<file path="src/rtl/call_pkg.sv">
// Shared types and default sizing for the call dispatcher slice.
package call_pkg;

    typedef enum logic [1:0] {
        IDLE,
        ISSUE,
        WAIT,
        HOLD
    } call_state_t;

    localparam int DEF_WIDTH   = 32;
    localparam int DEF_DEPTH   = 4;
    localparam int DEF_TIMEOUT = 1000;

endpackage

</file>
<file path="src/rtl/call_dispatcher_if.sv">
// Argument stream, callee start/done port and result stream of the dispatcher.
interface call_dispatcher_if import call_pkg::*; #(
    parameter int WIDTH = DEF_WIDTH
);
    logic             in_valid;
    logic             in_ready;
    logic [WIDTH-1:0] in_a;
    logic [WIDTH-1:0] in_b;

    logic             call_start;
    logic [WIDTH-1:0] call_a;
    logic [WIDTH-1:0] call_b;
    logic [WIDTH-1:0] call_result;
    logic             call_done;

    logic             out_valid;
    logic             out_ready;
    logic [WIDTH-1:0] out_result;
    logic             out_error;

    logic             busy;

    modport slave (
        input  in_valid, in_a, in_b, call_result, call_done, out_ready,
        output in_ready, call_start, call_a, call_b,
               out_valid, out_result, out_error, busy
    );

    modport master (
        output in_valid, in_a, in_b, call_result, call_done, out_ready,
        input  in_ready, call_start, call_a, call_b,
               out_valid, out_result, out_error, busy
    );

endinterface

</file>
<file path="src/rtl/sync_fifo.sv">
// Small synchronous FIFO holding packed argument pairs; head is readable without latency.
module sync_fifo #(
    parameter int WIDTH = 64,
    parameter int DEPTH = 4
) (
    input  logic                     clk,
    input  logic                     reset,
    input  logic                     push,
    input  logic [WIDTH-1:0]         push_data,
    input  logic                     pop,
    output logic [WIDTH-1:0]         head,
    output logic                     full,
    output logic                     empty,
    output logic [$clog2(DEPTH):0]   count
);
    localparam int AW = $clog2(DEPTH);

    logic [WIDTH-1:0] mem [DEPTH];
    logic [AW-1:0]    wr_ptr_reg;
    logic [AW-1:0]    rd_ptr_reg;
    logic [AW:0]      count_reg;
    logic             do_push;
    logic             do_pop;

    assign full    = (count_reg == (AW+1)'(DEPTH));
    assign empty   = (count_reg == '0);
    assign count   = count_reg;
    assign head    = mem[rd_ptr_reg];
    assign do_push = push && !full;
    assign do_pop  = pop && !empty;

    // Storage is not reset: a flush only clears the pointers and count.
    always_ff @(posedge clk) begin
        if (do_push) begin
            mem[wr_ptr_reg] <= push_data;
        end
    end

    always_ff @(posedge clk) begin
        if (!reset) begin
            wr_ptr_reg <= '0;
            rd_ptr_reg <= '0;
            count_reg  <= '0;
        end else begin
            if (do_push) begin
                wr_ptr_reg <= wr_ptr_reg + 1'b1;
            end
            if (do_pop) begin
                rd_ptr_reg <= rd_ptr_reg + 1'b1;
            end
            case ({do_push, do_pop})
                2'b10:   count_reg <= count_reg + 1'b1;
                2'b01:   count_reg <= count_reg - 1'b1;
                default: count_reg <= count_reg;
            endcase
        end
    end

endmodule

</file>
<file path="src/rtl/call_dispatcher.sv">
// Buffers argument pairs and runs them one at a time through a start/done callee.
module call_dispatcher import call_pkg::*; #(
    parameter int WIDTH   = DEF_WIDTH,
    parameter int DEPTH   = DEF_DEPTH,
    parameter int TIMEOUT = DEF_TIMEOUT
) (
    input  logic              clk,
    input  logic              reset,
    call_dispatcher_if.slave  bus
);
    localparam int CW = $clog2(TIMEOUT + 1);

    call_state_t               state_reg;
    logic [CW-1:0]             wait_cnt_reg;
    logic [CW-1:0]             wait_cnt_inc;
    logic                      call_start_reg;
    logic [WIDTH-1:0]          call_a_reg;
    logic [WIDTH-1:0]          call_b_reg;
    logic                      out_valid_reg;
    logic [WIDTH-1:0]          out_result_reg;
    logic                      out_error_reg;

    logic [2*WIDTH-1:0]        fifo_head;
    logic                      fifo_full;
    logic                      fifo_empty;
    logic [$clog2(DEPTH):0]    fifo_count;

    sync_fifo #(
        .WIDTH (2*WIDTH),
        .DEPTH (DEPTH)
    ) u_fifo (
        .clk       (clk),
        .reset     (reset),
        .push      (bus.in_valid),
        .push_data ({bus.in_a, bus.in_b}),
        .pop       (state_reg == ISSUE),
        .head      (fifo_head),
        .full      (fifo_full),
        .empty     (fifo_empty),
        .count     (fifo_count)
    );

    assign bus.in_ready   = !fifo_full;
    assign bus.busy       = (state_reg != IDLE) || (fifo_count != '0);
    assign bus.call_start = call_start_reg;
    assign bus.call_a     = call_a_reg;
    assign bus.call_b     = call_b_reg;
    assign bus.out_valid  = out_valid_reg;
    assign bus.out_result = out_result_reg;
    assign bus.out_error  = out_error_reg;

    assign wait_cnt_inc = (wait_cnt_reg == CW'(TIMEOUT)) ? wait_cnt_reg : wait_cnt_reg + 1'b1;

    always_ff @(posedge clk) begin
        if (!reset) begin
            state_reg      <= IDLE;
            wait_cnt_reg   <= '0;
            call_start_reg <= 1'b0;
            call_a_reg     <= '0;
            call_b_reg     <= '0;
            out_valid_reg  <= 1'b0;
            out_result_reg <= '0;
            out_error_reg  <= 1'b0;
        end else begin
            call_start_reg <= 1'b0;
            case (state_reg)
                IDLE: begin
                    if (!fifo_empty) begin
                        state_reg <= ISSUE;
                    end
                end
                ISSUE: begin
                    call_start_reg            <= 1'b1;
                    {call_a_reg, call_b_reg}  <= fifo_head;
                    wait_cnt_reg              <= '0;
                    state_reg                 <= WAIT;
                end
                WAIT: begin
                    wait_cnt_reg <= wait_cnt_inc;
                    // Done seen in the first WAIT cycle may be left over from the previous call.
                    if ((wait_cnt_reg != '0) && bus.call_done) begin
                        out_result_reg <= bus.call_result;
                        out_error_reg  <= 1'b0;
                        out_valid_reg  <= 1'b1;
                        state_reg      <= HOLD;
                    end else if (wait_cnt_inc == CW'(TIMEOUT)) begin
                        out_result_reg <= '0;
                        out_error_reg  <= 1'b1;
                        out_valid_reg  <= 1'b1;
                        state_reg      <= HOLD;
                    end
                end
                HOLD: begin
                    if (bus.out_ready) begin
                        out_valid_reg <= 1'b0;
                        state_reg     <= IDLE;
                    end
                end
                default: state_reg <= IDLE;
            endcase
        end
    end

endmodule

</file>
<file path="src/flat_wrapper.sv">
// flat-port wrapper written by rule: the top's interface ports become plain ports
module call_dispatcher_flat import call_pkg::*;
#(
    parameter int WIDTH   = DEF_WIDTH,
    parameter int DEPTH   = DEF_DEPTH,
    parameter int TIMEOUT = DEF_TIMEOUT
)
  (clk, reset, bus_in_valid, bus_in_a, bus_in_b, bus_call_result, bus_call_done, bus_out_ready, bus_in_ready, bus_call_start, bus_call_a, bus_call_b, bus_out_valid, bus_out_result, bus_out_error, bus_busy);
  call_dispatcher_if #(.WIDTH(WIDTH)) bus_i ();
  input  logic clk;
  input  logic reset;
  input wire logic [$bits(bus_i.in_valid)-1:0] bus_in_valid;
  input wire logic [$bits(bus_i.in_a)-1:0] bus_in_a;
  input wire logic [$bits(bus_i.in_b)-1:0] bus_in_b;
  input wire logic [$bits(bus_i.call_result)-1:0] bus_call_result;
  input wire logic [$bits(bus_i.call_done)-1:0] bus_call_done;
  input wire logic [$bits(bus_i.out_ready)-1:0] bus_out_ready;
  output wire logic [$bits(bus_i.in_ready)-1:0] bus_in_ready;
  output wire logic [$bits(bus_i.call_start)-1:0] bus_call_start;
  output wire logic [$bits(bus_i.call_a)-1:0] bus_call_a;
  output wire logic [$bits(bus_i.call_b)-1:0] bus_call_b;
  output wire logic [$bits(bus_i.out_valid)-1:0] bus_out_valid;
  output wire logic [$bits(bus_i.out_result)-1:0] bus_out_result;
  output wire logic [$bits(bus_i.out_error)-1:0] bus_out_error;
  output wire logic [$bits(bus_i.busy)-1:0] bus_busy;
  assign bus_i.in_valid = bus_in_valid;
  assign bus_i.in_a = bus_in_a;
  assign bus_i.in_b = bus_in_b;
  assign bus_i.call_result = bus_call_result;
  assign bus_i.call_done = bus_call_done;
  assign bus_i.out_ready = bus_out_ready;
  assign bus_in_ready = bus_i.in_ready;
  assign bus_call_start = bus_i.call_start;
  assign bus_call_a = bus_i.call_a;
  assign bus_call_b = bus_i.call_b;
  assign bus_out_valid = bus_i.out_valid;
  assign bus_out_result = bus_i.out_result;
  assign bus_out_error = bus_i.out_error;
  assign bus_busy = bus_i.busy;
  call_dispatcher #(.WIDTH(WIDTH), .DEPTH(DEPTH), .TIMEOUT(TIMEOUT)) u_core (.clk(clk), .reset(reset), .bus(bus_i));
endmodule
</file>
<file path="config.mk">
export PLATFORM = sky130hd
export DESIGN_NAME = call_dispatcher_flat
export DESIGN_NICKNAME = d
export VERILOG_FILES = /design/src/rtl/call_pkg.sv /design/src/rtl/call_dispatcher_if.sv /design/src/rtl/sync_fifo.sv /design/src/rtl/call_dispatcher.sv /design/src/flat_wrapper.sv
export SDC_FILE = /design/constraint.sdc
export NUM_CORES = 1
export LEC_CHECK = 0
export ABC_CLOCK_PERIOD_IN_PS = 4110
export CORE_MARGIN = 2
export CORE_UTILIZATION = 59
export CTS_CLUSTER_DIAMETER = 30
export DETAILED_ROUTE_END_ITERATION = 10
export PLACE_DENSITY_LB_ADDON = 0.05
export REMOVE_ABC_BUFFERS = 1
export SLEW_MARGIN = 20
export SYNTH_ARGS = -nofsm -noshare
export SYNTH_HDL_FRONTEND = slang
export SYNTH_SLANG_ARGS = --single-unit
</file>
<file path="constraint.sdc">
create_clock -name clk -period 4.11 [get_ports clk]
set_input_delay 1.0275 -clock clk [delete_from_list [all_inputs] [get_ports clk]]
set_output_delay 1.0275 -clock clk [all_outputs]
set_load 0.01 [all_outputs]
</file>
# Word level (Yosys, flattened, before mapping)
# Memory sizes are Yosys's and may differ from the RTL's. A register that Yosys moved wholly into a read port is not among the register bits.
# Index checks and enable logic that the tools add are counted.
# W data, S select, Z words.
classes:
  n_addsub: 5
  reduce_logical: 19
  n_eq_ne: 11
  muxes: 18
ops:
  columns: ["cell", "n"]
  rows:
  - ["$mux W32", 2]
  - ["$eq A10 B10 Y1 const B", 2]
  - ["$pmux W10 S2", 1]
  - ["$add A10 B1 Y10 const B", 1]
  - ["$mux W10", 1]
  - ["$reduce_bool A10 Y1", 1]
  - ["$reduce_bool A2 Y1", 5]
  - ["$mux W2", 4]
  - ["$pmux W2 S4", 1]
  - ["$mux W1", 7]
  - ["$eq A2 B2 Y1 const B", 3]
  - ["$pmux W3 S2", 1]
  - ["$reduce_and A3 Y1", 2]
  - ["$add A2 B1 Y2 const B", 2]
  - ["$eq A2 B1 Y1 const B", 2]
  - ["$ne A2 B2 Y1 const B", 2]
  - ["$add A3 B1 Y3 const B", 1]
  - ["$eq A3 B3 Y1 const B", 1]
  - ["$logic_and A1 B1 Y1", 3]
  - ["$logic_not A1 Y1", 3]
  - ["$logic_not A3 Y1", 1]
  - ["$ne A3 B1 Y1 const B", 1]
  - ["$reduce_bool A3 Y1", 1]
  - ["$sub A3 B1 Y3 const B", 1]
  - ["other kinds (4)", 4]
word_totals:
  memories: 1
  reg_bits: 54
  ram_bits: 256
  in_bits: 101
  out_inout_bits: 101
  word_cells: 63
memory_table:
  columns: ["memory", "depth", "width", "rd", "rd_clocked_by_memory_dff", "write_ports", "line", "rtl"]
  rows:
  - ["u_core.u_fifo.mem", 4, 64, 1, 1, 1, "sync_fifo.sv:18", "logic [WIDTH-1:0] mem [DEPTH];"]

# Longest topological paths before layout
depth:
  word_depth: 6
  ltp_mapped: 10
  depth_no_buf: 10

# Modules after synthesis
# Synthesis repeated with hierarchy kept, for this count alone.
unflattened:
  cells_unflattened: 816
  hier_area_um2: 14131.1
by_module_without_submodules:
  columns: ["module", "instances", "area_each_um2", "seq_area_each_um2", "cells_per_inst"]
  rows:
  - ["sync_fifo", 1, 9808.2, 7867.5, 388]
  - ["call_dispatcher", 1, 4322.9, 2222.1, 428]

# Worst setup path after synthesis
# OpenSTA, ideal clock, no wires.
synth_path:
  kind: "in2reg"
  startpoint: "in bus_in_valid"
  endpoint: "mem u_core.u_fifo.mem[3][0] (enable)"
  n_path_buf: 0
  slack_ns: 1.099
  setup_ns: 0.429
  arrival_time_ns: 2.582
  cell_stages: 1
  t_required_ns: 3.681
  cell_sequence: "and3_1"
synth_via:
  elab_chain_cells: 3
synth_rtl:
  columns: ["item", "line", "rtl"]
  rows:
  - ["start: declaration", "flat_wrapper.sv:12", "input wire logic [$bits(bus_i.in_valid)-1:0] bus_in_valid;"]
  - ["$logic_and A1 B1 Y1", "sync_fifo.sv:29", "assign do_push = push && !full;"]
  - ["$mux W1", "sync_fifo.sv:34", "if (do_push) begin"]
  - ["$mux W1 (implied by the code)", "sync_fifo.sv:35", "mem[wr_ptr_reg] <= push_data;"]
  - ["end: declaration", "sync_fifo.sv:18", null]
# Every way passes these cells.

# Final worst setup path
layout_path:
  startpoint: "reg u_core.state_reg[0]"
  endpoint: "out bus_busy"
layout_via:
  elab_chain_cells: 2
layout_rtl:
  columns: ["item", "line", "rtl"]
  rows:
  - ["start: declaration", "call_dispatcher.sv:13", "call_state_t state_reg;"]
  - ["start signal: assignment", "call_dispatcher.sv:56", "state_reg <= IDLE;"]
  - ["start signal: assignment", "call_dispatcher.sv:69", "state_reg <= ISSUE;"]
  - ["start signal: assignment", "call_dispatcher.sv:76", "state_reg <= WAIT;"]
  - ["$reduce_bool A2 Y1", "call_dispatcher.sv:44", "assign bus.busy = (state_reg != IDLE) || (fifo_count != '0);"]
  - ["$logic_or A1 B1 Y1", "call_dispatcher.sv:44", null]
  - ["end: declaration", "flat_wrapper.sv:25", "output wire logic [$bits(bus_i.busy)-1:0] bus_busy;"]
# Every way passes these cells.

==> impl_metrics.toml <==
[status]
status = "finished, final reports clean"

[place]
hpwl_um = 16900
portBuffers = 201
place_congestion = 0.825
dp.cells = 1401

[routing]
post-route-drc-count = 0
drtIter0Drc = 568
via_per_inst = 5.45
routed_wl_um = 28900
wl_per_cell_um = 19.0
antenna_left = 0
drtPass1Iterations = 4
via_count = 8291

[clock_network]
clkLatencyLatePin_ns = 0.58
cts_tree = "yes"
clock_sinks = 374
cts-resized-gates = 0
clk_pin_slew_worst_paths_ns = 0.05
root_buffer = "clkbuf_16"
cts.htree.levels = 2
holdBufCountCts = 0
cts_buffers = 61
postCtsSetupRepairBufs = 0
clockBufferDepth = 3

[final_layout]
largest_reg_flops = 256
area_growth_pct = 29.7
drive_gt1_frac = 0.165
fill_cells = 1465
largest-register = "u_core.u_fifo.mem"
final_cells = 1520
nets = 1254

[job]
maxCapViolCount = 0

[timing]
skew_ns = 0.0377
setup_viol = 0
relSlewSlack = 0.323
max_freq_mhz = 338
tightest_slew_ns = 1.02
min_period_over_period = 0.720
setup_tns_ns = 0
hold_violations = 0
rsz0062_at_grt = "false"
slew_violations = 0
fin_crit_ns = 2.96

[worst_setup_path]
critical_path.cell_chain = "inv_1 > ha_1 > nand2_1 > clkdlybuf4s50_1"
cp_max_fo = 4
worstPathRequired_ns = 3.08
path_depth = 4
cp-start-kind = "flop"
worst_path_largest_cell_delay_ns = 0.55
r2r_cells = 9
end_kind = "output pin"
crit_end = "bus_busy"
r2r-end = "u_core.u_fifo.count[2]"
critPathKind = "reg -> out"
timing.critical_path.buf_inv = 2
arrival_ns = 1.93
crit_slowest_cell = "clkdlybuf4s50_1"
rr_startpoint = "u_core.state_reg[1]"
ff2ff_setup_slack_ns = 1.39
cp-startpoint = "u_core.state_reg[0]"
path_delay_family = "buffers and inverters"

[logic_synthesis]
ys_seq_elements = 374
synth_edf_count = 256
ys_async_sr_fraction = 0
synth_cell_type_count = 52
syn_area_um2 = 14600
ys.warnings.count = 0
avgSynthCellArea_um2 = 15.9
ys.flop_type = "edfxtp_1"
ys_seq_area_frac = 0.688
syn_inst = 920

[floorplan]
core-area_um2 = 24300
dieWidth_um = 161
ios = 202
dieArea_um2 = 26000
rows = 57
start_util = 0.600
die_h_um = 161

[grt]
grt_pass1_wl_um = 45900
grt_antenna_before_repair = 3
grt_max_degree = 75
grt_util_all_layers = 0.227
first_global_vias = 8559
gr-total-overflow = 0

[min_path]
hp-class = "reg -> reg"
hold_depth = 2

[pwr]
power_density_nw_per_um2 = 611
p_leak_uw = 0.00630
vdd_drop_max_mv = 0.517
finalPower_uw = 11600
-- worst min path at each step --
stage / start / to / slack [ns]
final: u_core.bus.out_error / u_core.bus.out_error / 0.50
after global routing: u_core.bus.call_b[4] / u_core.bus.call_b[4] / 0.54
after CTS: u_core.bus.out_error / u_core.bus.out_error / 0.51
after detailed placement: u_core.bus.out_error / u_core.bus.out_error / 0.48
after global placement: u_core.bus.out_error / u_core.bus.out_error / 0.46
after floorplan: u_core.state_reg[1] / u_core.state_reg[1] / 0.47
-- cells by family (layout without fill, tap and decap cells) --
| family | Yosys count | count (layout) | synth area share |
|---|---|---|---|
| adders and majority gates | 13 | 13 | 0.0117 |
| AOI/OAI and AO/OA | 103 | 103 | 0.0515 |
| muxes | 131 | 131 | 0.145 |
| DFF | 374 | 374 | 0.688 |
| other | 0 | 3 | 0 |
| xor gates and xnor gates | 5 | 5 | 0.00300 |
| and+or+nand+nor | 220 | 220 | 0.0775 |
| buffers and inverters | 74 | 347 | 0.0234 |
-- cell usage in the layout, fill, tap and decap left out, types with 7 or more instances in the layout --
master,synthesis,layout
a21oi_1,10,10
clkinv_1,0,9
a21boi_1,29,29
clkdlybuf4s50_1,0,200
clkbuf_1,32,7
nor3_1,11,10
and2_1,10,10
o21ai_0,9,9
clkinvlp_4,0,8
a21o_1,30,30
mux2i_1,67,67
nand2_1,95,95
buf_4,3,12
edfxtp_1,256,256
ha_1,12,11
nor2b_1,74,74
clkbuf_16,0,61
dfxtp_1,118,116
mux4_2,64,64
clkinv_2,0,8
inv_1,15,15
-- synthesized netlist by cell type, types with 11 or more instances --
| library cell | count | share of area |
|---|---|---|
| inv_1 | 15 | 0.0039 |
| buf_2 | 12 | 0.0041 |
| nor2b_1 | 74 | 0.032 |
| nand2_1 | 95 | 0.024 |
| edfxtp_1 | 256 | 0.53 |
| nor3_1 | 11 | 0.0038 |
| clkbuf_1 | 32 | 0.0082 |
| ha_1 | 12 | 0.010 |
| a21boi_1 | 29 | 0.015 |
| a21o_1 | 30 | 0.015 |
| mux4_2 | 64 | 0.099 |
| mux2i_1 | 67 | 0.046 |
| dfxtp_1 | 118 | 0.16 |
-- cell type report --
type | count | area [µm²] | area share
sequential | 374 | 10100 | 0.531
multi-input combinational | 472 | 4250 | 0.224
timing repair buffer | 216 | 2170 | 0.115
clock buffer | 73 | 1620 | 0.0856
tap | 324 | 405 | 0.0214
clock inverter | 43 | 373 | 0.0197
inverter | 15 | 56.3 | 0.00297
antenna | 3 | 7.51 | 0.000396
-- power breakdown --
group          total (µW)  switching, µW  internal [µW]  leakage (µW)
logic                2090            953           1140       0.00203
clock network        4760           1740           3020      0.000957
registers            4730            257           4470       0.00331
-- routing by layer --
layer / track usage / share of wire
met5: 0 / 0
met4: 0.0763 / 0.022
met3: 0.0508 / 0.057
met2: 0.382 / 0.50
met1: 0.295 / 0.42
-- stage by stage --
stage,instance area (µm²),utilization,hold slack (ns),worst slack (ns)
4_1_cts,18900,0.778,0.508,1.11
2_1_floorplan,14300,-,0.471,-0.202
3_3_place_gp,16900,0.696,0.462,0.993
6_report,18900,0.779,0.497,1.15
3_5_place_dp,16900,0.696,0.485,0.946
5_1_grt,18900,0.779,0.542,1.06
-- worst register-to-register path: stages, from the launching register on --
cell and delay [ns]:
dfxtp_1 0.34, inv_1 0.14, ha_4 0.51, nor2b_1 0.33, ha_1 0.23, inv_1 0.07, fa_1 0.42, xor2_1 0.16
or3_1 0.31, a21boi_0 0.15
Note: power is estimated with default switching activity, not from simulation.
